--- src/rtl/bsg_fakeram_1rw_ctrl_if.sv ---
`default_nettype none
// ============================================================================
// Module   : bsg_fakeram_1rw_ctrl_if
// Brief    : Request, read-return and macro-pin bundle for the fakeram controller.
// Revision : 1.0
// ============================================================================
interface bsg_fakeram_1rw_ctrl_if #(
    parameter int WIDTH      = 32,
    parameter int ADDR_WIDTH = 10
);
    logic                  v_i;
    logic                  w_i;
    logic [ADDR_WIDTH-1:0] addr_i;
    logic [WIDTH-1:0]      data_i;
    logic [WIDTH-1:0]      mask_i;
    logic                  ready_o;
    logic                  v_o;
    logic [WIDTH-1:0]      data_o;
    logic                  yumi_i;
    logic                  sram_ce_o;
    logic                  sram_we_o;
    logic [ADDR_WIDTH-1:0] sram_addr_o;
    logic [WIDTH-1:0]      sram_wd_o;
    logic [WIDTH-1:0]      sram_mask_o;
    logic [WIDTH-1:0]      sram_rd_i;

    // Requester plus macro side of the controller.
    modport master (
        output v_i, w_i, addr_i, data_i, mask_i, yumi_i, sram_rd_i,
        input  ready_o, v_o, data_o, sram_ce_o, sram_we_o, sram_addr_o,
               sram_wd_o, sram_mask_o
    );

    modport slave (
        input  v_i, w_i, addr_i, data_i, mask_i, yumi_i, sram_rd_i,
        output ready_o, v_o, data_o, sram_ce_o, sram_we_o, sram_addr_o,
               sram_wd_o, sram_mask_o
    );
endinterface
`default_nettype wire

--- src/rtl/bsg_fakeram_1rw_ctrl.sv ---
`default_nettype none
// ============================================================================
// Module   : bsg_fakeram_1rw_ctrl
// Brief    : Valid/ready front end for a 1RW fakeram macro with a read-return skid FIFO.
// Revision : 1.0
// ============================================================================
module bsg_fakeram_1rw_ctrl #(
    parameter int WIDTH      = 32,
    parameter int ELS        = 1024,
    parameter int ADDR_WIDTH = 10,
    parameter int FIFO_ELS   = 2
) (
    input  wire logic             clk_i,
    input  wire logic             reset_n_i,
    bsg_fakeram_1rw_ctrl_if.slave bus
);
    localparam int CNT_W = $clog2(FIFO_ELS + 1);
    localparam int PTR_W = $clog2(FIFO_ELS);
    localparam logic [CNT_W:0]   c_fifo_els = (CNT_W + 1)'(FIFO_ELS);
    localparam logic [CNT_W-1:0] c_cnt_full = CNT_W'(FIFO_ELS);
    localparam logic [PTR_W-1:0] c_ptr_last = PTR_W'(FIFO_ELS - 1);

    generate
        if (ADDR_WIDTH != $clog2(ELS) || FIFO_ELS < 2) begin : g_param_check
            $error("bsg_fakeram_1rw_ctrl: inconsistent parameters");
        end
    endgenerate

    logic                 pend_r;
    logic [CNT_W-1:0]     cnt_r;
    logic [PTR_W-1:0]     wr_ptr_r;
    logic [PTR_W-1:0]     rd_ptr_r;
    logic [WIDTH-1:0]     fifo_mem [FIFO_ELS];

    logic [CNT_W:0]       occupancy;
    logic                 ready;
    logic                 accept;
    logic                 fifo_nonempty;
    logic                 push;
    logic                 pop;

    function automatic logic [PTR_W-1:0] ptr_next(input logic [PTR_W-1:0] p);
        return (p == c_ptr_last) ? '0 : p + PTR_W'(1);
    endfunction

    // Credits cover both buffered entries and the read still in the macro.
    always_comb begin
        occupancy     = {1'b0, cnt_r} + {{CNT_W{1'b0}}, pend_r};
        ready         = reset_n_i & (occupancy < c_fifo_els);
        accept        = bus.v_i & ready;
        fifo_nonempty = (cnt_r != '0);
        pop           = reset_n_i & bus.yumi_i & fifo_nonempty;
        push          = reset_n_i & pend_r & ~(~fifo_nonempty & bus.yumi_i);
    end

    assign bus.ready_o     = ready;
    assign bus.sram_ce_o   = accept;
    assign bus.sram_we_o   = accept & bus.w_i;
    assign bus.sram_addr_o = bus.addr_i;
    assign bus.sram_wd_o   = bus.data_i;
    assign bus.sram_mask_o = bus.w_i ? bus.mask_i : '0;
    assign bus.v_o         = reset_n_i & (fifo_nonempty | pend_r);
    // Empty FIFO means the macro output is the oldest outstanding read.
    assign bus.data_o      = fifo_nonempty ? fifo_mem[rd_ptr_r] : bus.sram_rd_i;

    always_ff @(posedge clk_i) begin
        if (!reset_n_i) begin
            pend_r   <= 1'b0;
            cnt_r    <= '0;
            wr_ptr_r <= '0;
            rd_ptr_r <= '0;
        end else begin
            pend_r <= accept & ~bus.w_i;
            if (push) begin
                wr_ptr_r <= ptr_next(wr_ptr_r);
            end
            if (pop) begin
                rd_ptr_r <= ptr_next(rd_ptr_r);
            end
            if (push && !pop) begin
                cnt_r <= cnt_r + CNT_W'(1);
            end else if (pop && !push) begin
                cnt_r <= cnt_r - CNT_W'(1);
            end
            assert (!(push && !pop && cnt_r == c_cnt_full))
                else $error("bsg_fakeram_1rw_ctrl: push into full read FIFO");
            assert (!(bus.yumi_i && !bus.v_o))
                else $error("bsg_fakeram_1rw_ctrl: yumi_i without v_o");
        end
    end

    always_ff @(posedge clk_i) begin
        if (push) begin
            fifo_mem[wr_ptr_r] <= bus.sram_rd_i;
        end
    end
endmodule
`default_nettype wire

--- src/flat_wrapper.sv ---
// flat-port wrapper written by rule: the top's interface ports become plain ports
module bsg_fakeram_1rw_ctrl_flat 
#(
    parameter int WIDTH      = 32,
    parameter int ELS        = 1024,
    parameter int ADDR_WIDTH = 10,
    parameter int FIFO_ELS   = 2
)
  (clk_i, reset_n_i, bus_v_i, bus_w_i, bus_addr_i, bus_data_i, bus_mask_i, bus_yumi_i, bus_sram_rd_i, bus_ready_o, bus_v_o, bus_data_o, bus_sram_ce_o, bus_sram_we_o, bus_sram_addr_o, bus_sram_wd_o, bus_sram_mask_o);
  bsg_fakeram_1rw_ctrl_if #(.WIDTH(WIDTH), .ADDR_WIDTH(ADDR_WIDTH)) bus_i ();
  input  wire logic clk_i;
  input  wire logic reset_n_i;
  input wire logic [$bits(bus_i.v_i)-1:0] bus_v_i;
  input wire logic [$bits(bus_i.w_i)-1:0] bus_w_i;
  input wire logic [$bits(bus_i.addr_i)-1:0] bus_addr_i;
  input wire logic [$bits(bus_i.data_i)-1:0] bus_data_i;
  input wire logic [$bits(bus_i.mask_i)-1:0] bus_mask_i;
  input wire logic [$bits(bus_i.yumi_i)-1:0] bus_yumi_i;
  input wire logic [$bits(bus_i.sram_rd_i)-1:0] bus_sram_rd_i;
  output wire logic [$bits(bus_i.ready_o)-1:0] bus_ready_o;
  output wire logic [$bits(bus_i.v_o)-1:0] bus_v_o;
  output wire logic [$bits(bus_i.data_o)-1:0] bus_data_o;
  output wire logic [$bits(bus_i.sram_ce_o)-1:0] bus_sram_ce_o;
  output wire logic [$bits(bus_i.sram_we_o)-1:0] bus_sram_we_o;
  output wire logic [$bits(bus_i.sram_addr_o)-1:0] bus_sram_addr_o;
  output wire logic [$bits(bus_i.sram_wd_o)-1:0] bus_sram_wd_o;
  output wire logic [$bits(bus_i.sram_mask_o)-1:0] bus_sram_mask_o;
  assign bus_i.v_i = bus_v_i;
  assign bus_i.w_i = bus_w_i;
  assign bus_i.addr_i = bus_addr_i;
  assign bus_i.data_i = bus_data_i;
  assign bus_i.mask_i = bus_mask_i;
  assign bus_i.yumi_i = bus_yumi_i;
  assign bus_i.sram_rd_i = bus_sram_rd_i;
  assign bus_ready_o = bus_i.ready_o;
  assign bus_v_o = bus_i.v_o;
  assign bus_data_o = bus_i.data_o;
  assign bus_sram_ce_o = bus_i.sram_ce_o;
  assign bus_sram_we_o = bus_i.sram_we_o;
  assign bus_sram_addr_o = bus_i.sram_addr_o;
  assign bus_sram_wd_o = bus_i.sram_wd_o;
  assign bus_sram_mask_o = bus_i.sram_mask_o;
  bsg_fakeram_1rw_ctrl #(.WIDTH(WIDTH), .ELS(ELS), .ADDR_WIDTH(ADDR_WIDTH), .FIFO_ELS(FIFO_ELS)) u_core (.clk_i(clk_i), .reset_n_i(reset_n_i), .bus(bus_i));
endmodule
--- config.mk ---
export PLATFORM = sky130hd
export DESIGN_NAME = bsg_fakeram_1rw_ctrl_flat
export DESIGN_NICKNAME = d
export VERILOG_FILES = /design/src/rtl/bsg_fakeram_1rw_ctrl_if.sv /design/src/rtl/bsg_fakeram_1rw_ctrl.sv /design/src/flat_wrapper.sv
export SDC_FILE = /design/constraint.sdc
export NUM_CORES = 1
export LEC_CHECK = 0
export BUFFER_PORTS_ARGS = -buffer_cell sky130_fd_sc_hd__buf_4
export CAP_MARGIN = 10
export CORE_UTILIZATION = 46
export DETAILED_ROUTE_END_ITERATION = 10
export PLACE_DENSITY = 0.94
export SYNTH_ARGS = -nofsm -noshare
export SYNTH_HDL_FRONTEND = slang
export SYNTH_SLANG_ARGS = --single-unit
--- constraint.sdc ---
create_clock -name clk_i -period 3.8 [get_ports clk_i]
set_input_delay 0.38 -clock clk_i [delete_from_list [all_inputs] [get_ports clk_i]]
set_output_delay 0.38 -clock clk_i [all_outputs]
set_load 0.05 [all_outputs]
==> out/summary.txt <==
Hpwl dp: 6926 um
P per Cell Area: 437.6 nW/um2
Die width: 88.21 um
Slew @ Worst Pin: 1.012 ns
Synthesis-to-finish area growth: 27.75%
Mean Syn Cell Area: 12.12 um2
Post-synth EDFFs: 64
Most common cell in the netlist: edfxtp_1
# Post-CTS Setup Buffers: 0
Crit path cell chain: mux2i_1 -> o21ai_0 -> buf_4
Largest net degree at the start of global routing: 66
Die Y-Extent: 88.21 um
Post-route insts no fill: 478
NumNets Final: 486
CTS buffer count: 9
Via count: 2309
Top_reg_cell synth: edfxtp_1
Pwr Total: 1.911 mW
Number of fill cells: 601
Endpoint class of the critical path: output pin
Global-route wire length before repair: 12280 um
Cts hold-fix bufs: 0
Final worst path period need: 2.448 ns
Worst hold path class: in -> reg
DRC: 0
Mapped Nets: 394
Top cell type's share of synthesized area: 56.22%
Clock Pin Slew Worst Setup and Hold Paths: 0.08 ns
Register area share after synthesis: 59.74%
Root Buffer: clkbuf_8
Dominant cell type by area after synthesis: edfxtp_1
IO buf count: 136
Initial Utilization: 47.38%
Fin Setup TNS: 0 ns
Vias in the first global route: 2155
Min-delay src: bus_sram_rd_i[16]
CTS tree: built
Critical path type: reg -> out
Slowest Stage Delay on Critical Path: 0.99 ns
Rel. slew slack: 32.54%
Post-cts resize count: 0
Synthesized cell area: 3418 um2
Ys Warns: 0
Max cap viols: 0
Total track usage: 22.08%
Startpoint Class: register
Initial antenna violation count: 0
RSZ-0062 raised after global routing: no
Utilization after layout: 60.53%
Critical path required time: 3.42 ns
Period utilization: 64.43%
Area of the multi-input gates: 987.2 um2
Total I/O pin count: 221
Setup Viol. Count Final: 0
Congestion Overflow GR: 0
Max-slew violations: 0
Worst-skew pair later-pin latency: 0.33 ns
WL/cell: 18.61 um
Worst Path Max Fanout: 32
Synth Instances: 282
DRT Pass-1 Iters: 4
Yosys reg bits: 70
Gpl congestion: 0.7892
CTS max path bufs: 2
Final Hold Fails: 0
Register area: 2043 um2
Post-synth cell types: 29
Critical path arrival: 2.07 ns
Asr flop ratio synth: 0%
Max H-tree Level: 3
Worst r2r src: u_core.cnt_r[0]
Die area: 7780 um2
Outcome: completed
Dpl cells: 462
Fmax: 408.4 MHz
VDD IR-drop max: 0.0001497 V
Clock sinks: 70
Final WL: 8895 um
# diodes: 0
Top post-synthesis cells by area: edfxtp_1, buf_4, mux2i_1, and2_1, o21ai_0
Vias/cell: 4.831
# rows: 31
Static Leak: 1.787 nW
Core region area: 7214 um2
DRT iter0 DRCs: 78
Slowest-stage cell, CP: dfxtp_2
Share of cells above drive strength 1: 41.95%
Clock Skew: 0.01347 ns
Most frequent cells after synthesis: edfxtp_1, buf_4, and2_1
Remaining antenna violation count after routing: 0
## worst paths after layout
path / to / slack (ns) / depth (start not counted)
min reg2reg: u_core.wr_ptr_r / 0.53 / 2
min: u_core.fifo_mem[0][16] / 0.24 / 1
max reg2reg: u_core.fifo_mem[0][8] / 1.90 / 3
max: bus_data_o[11] / 1.35 / 3
## layer usage
layer,track usage [%],routed length [um],up-vias
li1,-,-,1122
met1,26.76,3519,1060
met2,36.57,4519,120
met3,8.671,778,7
met4,6.305,78,0
met5,0,0,-
## layout make-up
type	instances	area share, %
clock buffer	9	2.837
clock inverter	7	1.117
inverter	1	0.08596
multi-input combinational	154	22.61
sequential	70	46.79
tap	99	2.837
timing repair buffer	138	23.72
## kinds of logic (layout without fill, tap and decap cells)
logic type | after synthesis | in the layout | share of synthesized area (%)
compound gates | 40 | 40 | 6.260
xor+xnor | 3 | 3 | 0.7688
fa+ha+maj | 1 | 1 | 0.3660
buf+inv | 58 | 155 | 11.75
flops | 70 | 70 | 59.74
mux | 32 | 32 | 9.371
simple gates | 78 | 78 | 11.75
## report_power, final
part | internal [mW] | switching, mW | leakage, nW | total, mW
clock | 0.238 | 0.279 | 0.0894 | 0.517
combinational | 0.176 | 0.352 | 1.07 | 0.527
sequential | 0.849 | 0.0174 | 0.626 | 0.867
total | 1.26 | 0.648 | 1.79 | 1.91
## through the flow
step                      hold slack (ns)  cell area [um2]  worst slack, ns
after global routing               0.2176             4367            1.281
after global placement             0.5031             4194            1.727
after detailed placement           0.5262             4194            1.695
final                              0.2358             4367            1.352
after floorplan                    0.4572             3418            1.218
after CTS                          0.2202             4367            1.320
## worst max-delay path, delay by kind of cell, from the launching register on
family	cells	cell delay (ns)
muxes	1	0.24
DFF	1	0.99
AOI/OAI and AO/OA	1	0.25
buffers and inverters	1	0.24
## sequential cells by signal, summed over array words and instances (netlist names), named ones only
register	cells
u_core.fifo_mem	64
u_core.cnt_r	2
u_core.pend_r	1
u_core.rd_ptr_r	1
u_core.wr_ptr_r	1
## cells in the final DEF, fill, tap and decap left out, drive strengths merged, types with 2 or more instances in the layout
cell type | Yosys | routed
and2 | 37 | 37
buf | 51 | 138
clkbuf | 6 | 9
clkinv | 0 | 5
dfxtp | 6 | 6
edfxtp | 64 | 64
inv | 1 | 2
mux2i | 32 | 32
nand2 | 34 | 34
nor2 | 2 | 2
o21ai | 33 | 33
xnor2 | 2 | 2
(Power assumes the default switching activity.)
